$ cat src/rtl/servo_pkg.sv
// Shared state type and default constants for the servo lock controller.
package servo_pkg;

  typedef enum logic [1:0] {
    StClosed,
    StOpening,
    StHold,
    StClosing
  } servo_state_e;

  localparam int unsigned SERVO_OPEN_DEF   = 40;
  localparam int unsigned SERVO_CLOSED_DEF = 90;
  localparam int unsigned SERVO_ANGLE_W    = 8;
  localparam int unsigned SERVO_CNT_W      = 28;

endpackage

$ cat src/rtl/servo_ramp.sv
// Servo angle register with optional 1-degree-per-step slew toward a target.
// SERVO_LOCK_SLEW_EN selects the ramp; otherwise the angle jumps on sync_i.
module servo_ramp
  import servo_pkg::*;
#(
  parameter int unsigned ANGLE_W      = SERVO_ANGLE_W,
  parameter int unsigned CLOSED_ANGLE = SERVO_CLOSED_DEF,
  parameter int unsigned STEP_CYCLES  = 120000,
  parameter int unsigned CNT_W        = SERVO_CNT_W
) (
  input  logic               clk,
  input  logic               rst_n,
  input  logic [ANGLE_W-1:0] target_i,
  input  logic               en_i,
  input  logic               sync_i,
  output logic [ANGLE_W-1:0] angle_o,
  output logic               at_target_o
);

  logic [ANGLE_W-1:0] angle_q, angle_d;

  assign angle_o     = angle_q;
  assign at_target_o = (angle_q == target_i);

  if (STEP_CYCLES < 1 || CNT_W < 1) begin : g_bad_param
    $error("servo_ramp: STEP_CYCLES and CNT_W must be at least 1");
  end

`ifdef SERVO_LOCK_SLEW_EN
  logic [CNT_W-1:0] step_q, step_d;

  // A state change restarts the step timer so a reversal waits a full step.
  always_comb begin
    angle_d = angle_q;
    step_d  = '0;
    if (!sync_i && en_i && !at_target_o) begin
      if (step_q == CNT_W'(STEP_CYCLES - 1)) begin
        angle_d = (angle_q < target_i) ? angle_q + ANGLE_W'(1) : angle_q - ANGLE_W'(1);
      end else begin
        step_d = step_q + CNT_W'(1);
      end
    end
  end

  always_ff @(posedge clk or negedge rst_n) begin
    if (!rst_n) begin
      step_q <= '0;
    end else begin
      step_q <= step_d;
    end
  end
`else
  always_comb begin
    angle_d = angle_q;
    if (sync_i || en_i) begin
      angle_d = target_i;
    end
  end
`endif

  always_ff @(posedge clk or negedge rst_n) begin
    if (!rst_n) begin
      angle_q <= ANGLE_W'(CLOSED_ANGLE);
    end else begin
      angle_q <= angle_d;
    end
  end

endmodule

$ cat src/rtl/servo_lock_ctrl.sv
// Locker servo controller: open on pw_true, hold, then close; force_close wins.
// Define SERVO_LOCK_SLEW_EN to ramp the angle at STEP_CYCLES per degree.
module servo_lock_ctrl
  import servo_pkg::*;
#(
  parameter int unsigned ANGLE_W      = SERVO_ANGLE_W,
  parameter int unsigned OPEN_ANGLE   = SERVO_OPEN_DEF,
  parameter int unsigned CLOSED_ANGLE = SERVO_CLOSED_DEF,
  parameter int unsigned HOLD_CYCLES  = 60000000,
  parameter int unsigned STEP_CYCLES  = 120000,
  parameter int unsigned CNT_W        = SERVO_CNT_W
) (
  input  logic               clk,
  input  logic               rst_n,
  input  logic               pw_true,
  input  logic               force_close,
  output logic [ANGLE_W-1:0] rotate_angle,
  output logic               is_open,
  output logic               busy
);

  localparam logic [ANGLE_W-1:0] OpenA    = ANGLE_W'(OPEN_ANGLE);
  localparam logic [ANGLE_W-1:0] ClosedA  = ANGLE_W'(CLOSED_ANGLE);
  localparam logic [CNT_W-1:0]   HoldLast = CNT_W'(HOLD_CYCLES - 1);

  if (OPEN_ANGLE == CLOSED_ANGLE || HOLD_CYCLES < 1) begin : g_bad_param
    $error("servo_lock_ctrl: angles must differ and HOLD_CYCLES must be at least 1");
  end

  servo_state_e       state_q, state_d;
  logic [CNT_W-1:0]   hold_q, hold_d;
  logic               is_open_q, busy_q;
  logic [ANGLE_W-1:0] target;
  logic               at_target, open_req, hold_done;

  assign open_req  = pw_true && !force_close;
  assign hold_done = (hold_q == HoldLast) && !pw_true;

  // Target follows the direction the FSM is heading this cycle, independent of at_target.
  always_comb begin
    target = ClosedA;
    unique case (state_q)
      StClosed, StClosing: if (open_req) target = OpenA;
      StOpening:           if (!force_close) target = OpenA;
      StHold:              if (!force_close && !hold_done) target = OpenA;
      default:             target = ClosedA;
    endcase
  end

  always_comb begin
    state_d = state_q;
    hold_d  = '0;
    unique case (state_q)
      StClosed: if (open_req) state_d = StOpening;
      StOpening: begin
        if (force_close)    state_d = StClosing;
        else if (at_target) state_d = StHold;
      end
      StHold: begin
        if (force_close || hold_done) begin
          state_d = StClosing;
        end else if (!pw_true) begin
          hold_d = (hold_q == '1) ? hold_q : hold_q + CNT_W'(1);
        end
      end
      StClosing: begin
        if (open_req)       state_d = StOpening;
        else if (at_target) state_d = StClosed;
      end
      default: state_d = StClosed;
    endcase
  end

  always_ff @(posedge clk or negedge rst_n) begin
    if (!rst_n) begin
      state_q   <= StClosed;
      hold_q    <= '0;
      is_open_q <= 1'b0;
      busy_q    <= 1'b0;
    end else begin
      state_q   <= state_d;
      hold_q    <= hold_d;
      is_open_q <= (state_d == StHold);
      busy_q    <= (state_d == StOpening) || (state_d == StClosing);
    end
  end

  servo_ramp #(
    .ANGLE_W      (ANGLE_W),
    .CLOSED_ANGLE (CLOSED_ANGLE),
    .STEP_CYCLES  (STEP_CYCLES),
    .CNT_W        (CNT_W)
  ) u_ramp (
    .clk         (clk),
    .rst_n       (rst_n),
    .target_i    (target),
    .en_i        ((state_q == StOpening) || (state_q == StClosing)),
    .sync_i      (state_d != state_q),
    .angle_o     (rotate_angle),
    .at_target_o (at_target)
  );

  assign is_open = is_open_q;
  assign busy    = busy_q;

endmodule

$ cat config.mk
export PLATFORM = sky130hd
export DESIGN_NAME = servo_lock_ctrl
export DESIGN_NICKNAME = d
export VERILOG_FILES = /design/src/rtl/servo_pkg.sv /design/src/rtl/servo_ramp.sv /design/src/rtl/servo_lock_ctrl.sv
export SDC_FILE = /design/constraint.sdc
export NUM_CORES = 1
export LEC_CHECK = 0
export ABC_AREA = 1
export CAP_MARGIN = 5
export CORE_ASPECT_RATIO = 1.2
export CORE_MARGIN = 2
export CORE_UTILIZATION = 50
export DETAILED_ROUTE_END_ITERATION = 10
export GPL_TIMING_DRIVEN = 0
export PLACE_DENSITY_LB_ADDON = 0.12
export SLEW_MARGIN = 20
export SYNTH_ARGS = -nofsm -noshare
export SYNTH_HDL_FRONTEND = slang
export SYNTH_SLANG_ARGS = --single-unit
$ cat constraint.sdc
create_clock -name clk -period 4.9 [get_ports clk]
set_clock_uncertainty 0.15 [all_clocks]
set_input_delay 0.98 -clock clk [delete_from_list [all_inputs] [get_ports clk]]
set_output_delay 0.98 -clock clk [all_outputs]
set_load 0.05 [all_outputs]
After elaboration in Yosys (flattened, before gate mapping)

Index checks and enable logic that the tools add are counted.

$add $sub $neg: 1
Equal/unequal tests: 11
Mux-type cells: 15
Reductions and logical operators: 12

Operators with widths:

| cell                  | count |
|---|---|
| $mux 28               | 4 |
| $add 28x1->28 const B | 1 |
| $eq 28x26->1 const B  | 1 |
| $eq 28x28->1 const B  | 1 |
| $pmux 8 s3            | 1 |
| $mux 7                | 3 |
| $mux 2                | 6 |
| $eq 2x2->1 const B    | 4 |
| $eq 8x8->1            | 1 |
| $pmux 2 s4            | 1 |
| $eq 2x1->1 const B    | 2 |
| $logic_or 1x1->1      | 4 |
| $ne 4x4->1 const B    | 1 |
| $logic_and 1x1->1     | 3 |
| $logic_not 1->1       | 3 |
| $logic_not 2->1       | 1 |
| $ne 2x2->1            | 1 |
| $reduce_or 2->1       | 1 |

Register bits after elaboration: 40
Input port bits: 4
Output and inout port bits: 10
Logic and storage cells: 44

Longest topological paths before layout

Depth after elaboration: 12
Mapped depth: 21
Depth with buffers taken out: 21

Cells and area by module

From an unflattened synthesis, not the netlist that was laid out.

Cell total of the unflattened synthesis: 439
Area, all modules: 2,859.0 µm²

Modules (own cells, without submodules):

| module          | times used | cells each | area each (µm²) | sequential area each (µm²) |
|---|---|---|---|---|
| servo_lock_ctrl | 1          | 366        | 2,377.3         | 800.8 |
| servo_ramp      | 1          | 73         | 481.7           | 205.2 |

Worst setup path before layout

No wires, ideal clock.

Path type: input to register
From: input port pw_true
To: register u_ramp.angle_q[5], in the netlist u_ramp.angle_o[5]
Library setup time: 0.119 ns
Arrival: 2.287 ns
Data required time: 4.631 ns
Slack: 2.345 ns
Cell stages on the path: 20
Buffers on the path: 0
Path through: inv_1 nand2_1 nor2_1 nand2_1 nor2_1 nand2_1 nand2_2 nand2_2 nand2_2 nand2_1 nand2_1 nand3_2 a21oi_2 nand2_1 nand2_2 nand2_2 nand2_2 nand3_2 nand2_1 nand2_1

Longest elaborated chain between the ends: 12
Elaborated cells on any way between the ends: 19
Those cells by class: 2 x eq/ne; 10 x mux; 7 x reduce/logical

Ends and longest elaborated chain:

| what                      | RTL line                                     | source |
|---|---|---|
| from (decl)               | servo_lock_ctrl.sv:15                        | `input logic pw_true,` |
| $logic_not 1->1           | -                                            |  |
| $logic_and 1x1->1         | servo_lock_ctrl.sv:37                        | `assign hold_done = (hold_q == HoldLast) && !pw_true;` |
| $logic_not 1->1           | servo_lock_ctrl.sv:45                        | `StHold: if (!force_close && !hold_done) target = OpenA;` |
| $logic_and 1x1->1         | servo_lock_ctrl.sv:45                        |  |
| $mux 7                    | servo_lock_ctrl.sv:45                        |  |
| $pmux 8 s3                | servo_lock_ctrl.sv:42                        | `unique case (state_q)` |
| $eq 8x8->1                | servo_ramp.sv:23                             | `assign at_target_o = (angle_q == target_i);` |
| $mux 2 (on tied branches) | servo_lock_ctrl.sv:68, servo_lock_ctrl.sv:57 |  |
| $mux 2 (on tied branches) | servo_lock_ctrl.sv:67, servo_lock_ctrl.sv:56 |  |
| $pmux 2 s4                | servo_lock_ctrl.sv:53                        | `unique case (state_q)` |
| $ne 2x2->1                | servo_lock_ctrl.sv:98                        | `.sync_i (state_d != state_q),` |
| $logic_or 1x1->1          | servo_ramp.sv:55                             | `if (sync_i \|\| en_i) begin` |
| to (signal assigned)      | servo_ramp.sv:63                             | `angle_q <= ANGLE_W'(CLOSED_ANGLE);` |
| to (signal assigned)      | servo_ramp.sv:65                             | `angle_q <= angle_d;` |
| to (decl)                 | servo_ramp.sv:20                             | `logic [ANGLE_W-1:0] angle_q, angle_d;` |

Several ways; a longest one is shown, not always the timed one. The select of a mux whose other input is x is not followed.
A chain may end at the register's enable or synchronous reset.

Worst setup path after layout

From: input port pw_true
To: register hold_q[21]

Longest elaborated chain between the ends: 5
Elaborated cells on any way between the ends: 7
Those cells by class: 1 x eq/ne; 3 x mux; 3 x reduce/logical

Ends and longest elaborated chain:

| what                 | RTL line              | source |
|---|---|---|
| $logic_not 1->1      | -                     |  |
| $logic_and 1x1->1    | servo_lock_ctrl.sv:37 |  |
| $logic_or 1x1->1     | servo_lock_ctrl.sv:60 | `if (force_close \|\| hold_done) begin` |
| $mux 28              | servo_lock_ctrl.sv:60 |  |
| $mux 28              | servo_lock_ctrl.sv:53 |  |
| to (signal assigned) | servo_lock_ctrl.sv:82 | `hold_q <= hold_d;` |
| to (decl)            | servo_lock_ctrl.sv:31 | `logic [CNT_W-1:0] hold_q, hold_d;` |

Several ways; a longest one is shown, not always the timed one.

==> metrics.txt <==
DR WL/cell 12.7 um; clock share of power 19.0%; CTS tree yes; Row Count 26; Chip Height 77.4 um; number of flops mapped to enable cells by yosys 0; Congestion Overflow GR 0; worst-path cell chain clkdlybuf4s50_1, inv_1, nand2_1, nor2_1, nand2_1, nor2_1, nand2_1, nand3_1, nor2_1, inv_2, nor2_1, nor3_2, nor2_1, a21oi_1, a21oi_1; Global Route Usage Sum 21.5%; Main synth FF type dfrtp_1; combinational cell fraction of total power 49.0%; sequential element share of the synthesized area 37.9%; Reg power frac 32.0%; fmax 323 MHz; clk slew on worst S/H paths 0.07 ns; final antenna-violating net count 0; H-Tree Depth 2; top cell type's share of synthesized area 36.8%; Hold Path Class in -> async; CTS buffer count 5; Initial Util 52.3%; largest net degree at the start of global routing 32; routability-driven placement congestion ratio 0.843; critical path's top delay family simple AND/OR/NAND/NOR gates; core area 0.00429 sq mm; CP Data Required Time 4.92 ns; Buf+Inv Stages, Crit Path 3; worst rel slew slack 64.3%; Pre-antenna DRT Iters 4; Post-DP HPWL 3.76 mm; post-synthesis cell area 0.00225 sq mm; most frequent cell after synthesis nand2_1; largest cells by area after synthesis dfrtp_1 (37%), nand2_1 (11%), inv_1 (7.7%); Worst Setup End Kind register; post-CTS setup buffer count 0; worst vdd ir 0.320 mV; area grow syn2layout 11.7%; CP arrival 3.11 ns; Least-Margin Pin Slew 0.535 ns; cell mode on critical path nor2_1; Max Fanout on Critical Path 9; DP Cell Count 375; Clock Path Buffers 2; fin crit share 63.1%; CP max stage cell clkdlybuf4s50_1; share of cells above drive strength 1 13.8%; hold buffer count at cts 0; nets 335; first-pass GRT wire length 8.37 mm; Die Area 0.00505 sq mm; final hold viol count 0; Final Max Slew Viols 0; Final setup viols 0; Tmin final 3.09 ns; status completed; Cell Int Power 0.000592 W; width of the chip 65.2 um; vias per cell 5.18; top post-synthesis cells by count nand2_1 (64), inv_1 (46), nor2_1 (34); number of antenna violations at the first check in global routing 0; kind of critical path in -> reg; Warnings, synthesis 0; worst skew pair latency 0.29 ns; Pleak 1.06 nW; cell taking the most area after synthesis dfrtp_1; CTS resizes 0; number of port buffers 9; Critical Path Max Stage Delay 0.45 ns; CTS sink count 34; Sw Share 44.3%; final std cells w/o fill 383; unrepaired setup endpoints after global routing false; post-synthesis register bit count 34; CP startpoint kind input pin; WL final 4.86 mm; # diodes 0; DRT iter0 DRCs 138; Root Driver clkbuf_8; Max Cap Violations 0; Synth cell types 35; via count 1,984; Remaining DRCs 0; Fill cells 441; cells after synthesis 307; io pins 14; Mean Syn Cell Area 7.32 sq um; number of global-route vias before repair 1,937; pwr/cell area 424 mW/mm^2; setup_tns 0 ns; Net Sw Power 0.000471 W; Post-synth ARST share 100%
[worst reg2reg max path, cell delays in order, from the launching register on]
cell     delay (ns)
dfrtp_1        0.35
ha_1           0.14
inv_1          0.08
nor2_4         0.16
nand2_2        0.11
nor2_1         0.11
nand2_1        0.08
nand3_1        0.09
nor2_1         0.08
inv_2          0.16
nor2_1         0.09
nor3_2         0.30
nor2_1         0.12
a21oi_1        0.24
a21oi_1        0.10
[state kept, by name (all words and copies together) (netlist names)]
| signal | flops |
|---|---|
| busy | 1 |
| is_open | 1 |
| state_q | 2 |
| u_ramp.angle_o | 2 |
| hold_q | 28 |
[routing by layer]
layer / up-vias / track usage, % / part of all wire, % / routed length [um]
li1: 1021 / - / - / -
met1: 918 / 26.6 / 45 / 2170
met2: 38 / 35.7 / 49 / 2400
met3: 7 / 4.35 / 4.1 / 198
met4: 0 / 9.58 / 1.8 / 85
met5: - / 0 / 0 / 0
[placed cells by master (no fill, tap or decap), drive strengths merged, types with 10 or more instances in the layout]
cell / n
a21oi: 14
clkbuf: 10
inv: 48
dfrtp: 33
nand2: 74
nand3: 23
nor2: 41
nor3: 18
[stage by stage]
stage	setup WS [ns]	total power (W)	hold slack (ns)	utilization [%]	instance area, sq um
floorplan	2.34	0.000746	0.328	-	2250
global placement	1.51	0.000865	0.345	56.2	2410
detailed placement	1.52	0.000872	0.356	56.6	2430
CTS	1.83	0.00108	0.343	58.4	2510
global route	1.59	0.00115	0.346	58.4	2510
finish	1.81	0.00106	0.347	58.4	2510
[cell families after synthesis]
kind of cell / Yosys count / synth area share [%]
AND/OR/NAND/NOR: 167 / 36.3
buffers and inverters: 56 / 10.4
AO/OA/AOI/OAI: 41 / 11.5
flip-flops: 34 / 37.9
adder cells (fa/ha/maj): 5 / 2.79
XOR/XNOR: 2 / 0.780
other: 2 / 0.334
[final cells by class]
cell class | instances | area (sq um) | share of cell area, %
plain buffers | 8 | 52.6 | 2.09
clock buffers | 8 | 80.1 | 3.19
inverters | 48 | 180 | 7.18
multi-input cells | 219 | 1170 | 46.6
flip-flops and latches | 34 | 852 | 34.0
well taps | 56 | 70.1 | 2.79
repair buffers | 10 | 105 | 4.19
[power groups by stage]
stage          sequential (W)  clock [W]  combinational (W)
2_1_floorplan        0.000395          0           0.000351
3_3_place_gp         0.000347          0           0.000518
4_1_cts              0.000341   0.000206           0.000527
5_1_grt              0.000345   0.000217           0.000588
3_5_place_dp         0.000347          0           0.000525
6_report             0.000341   0.000202           0.000520
[final timing paths]
check,slack [ns],endpoint,depth (start not counted),from
max,1.81,hold_q[21],15,pw_true
min,0.35,state_q[1],1,rst_n
max reg2reg,2.42,hold_q[21],14,hold_q[0]
min reg2reg,0.37,hold_q[7],2,hold_q[7]
max in group asynchronous,3.81,u_ramp.angle_o[4],2,rst_n
min in group clk,0.37,hold_q[7],2,hold_q[7]
Power figures use the tool's default switching activity.
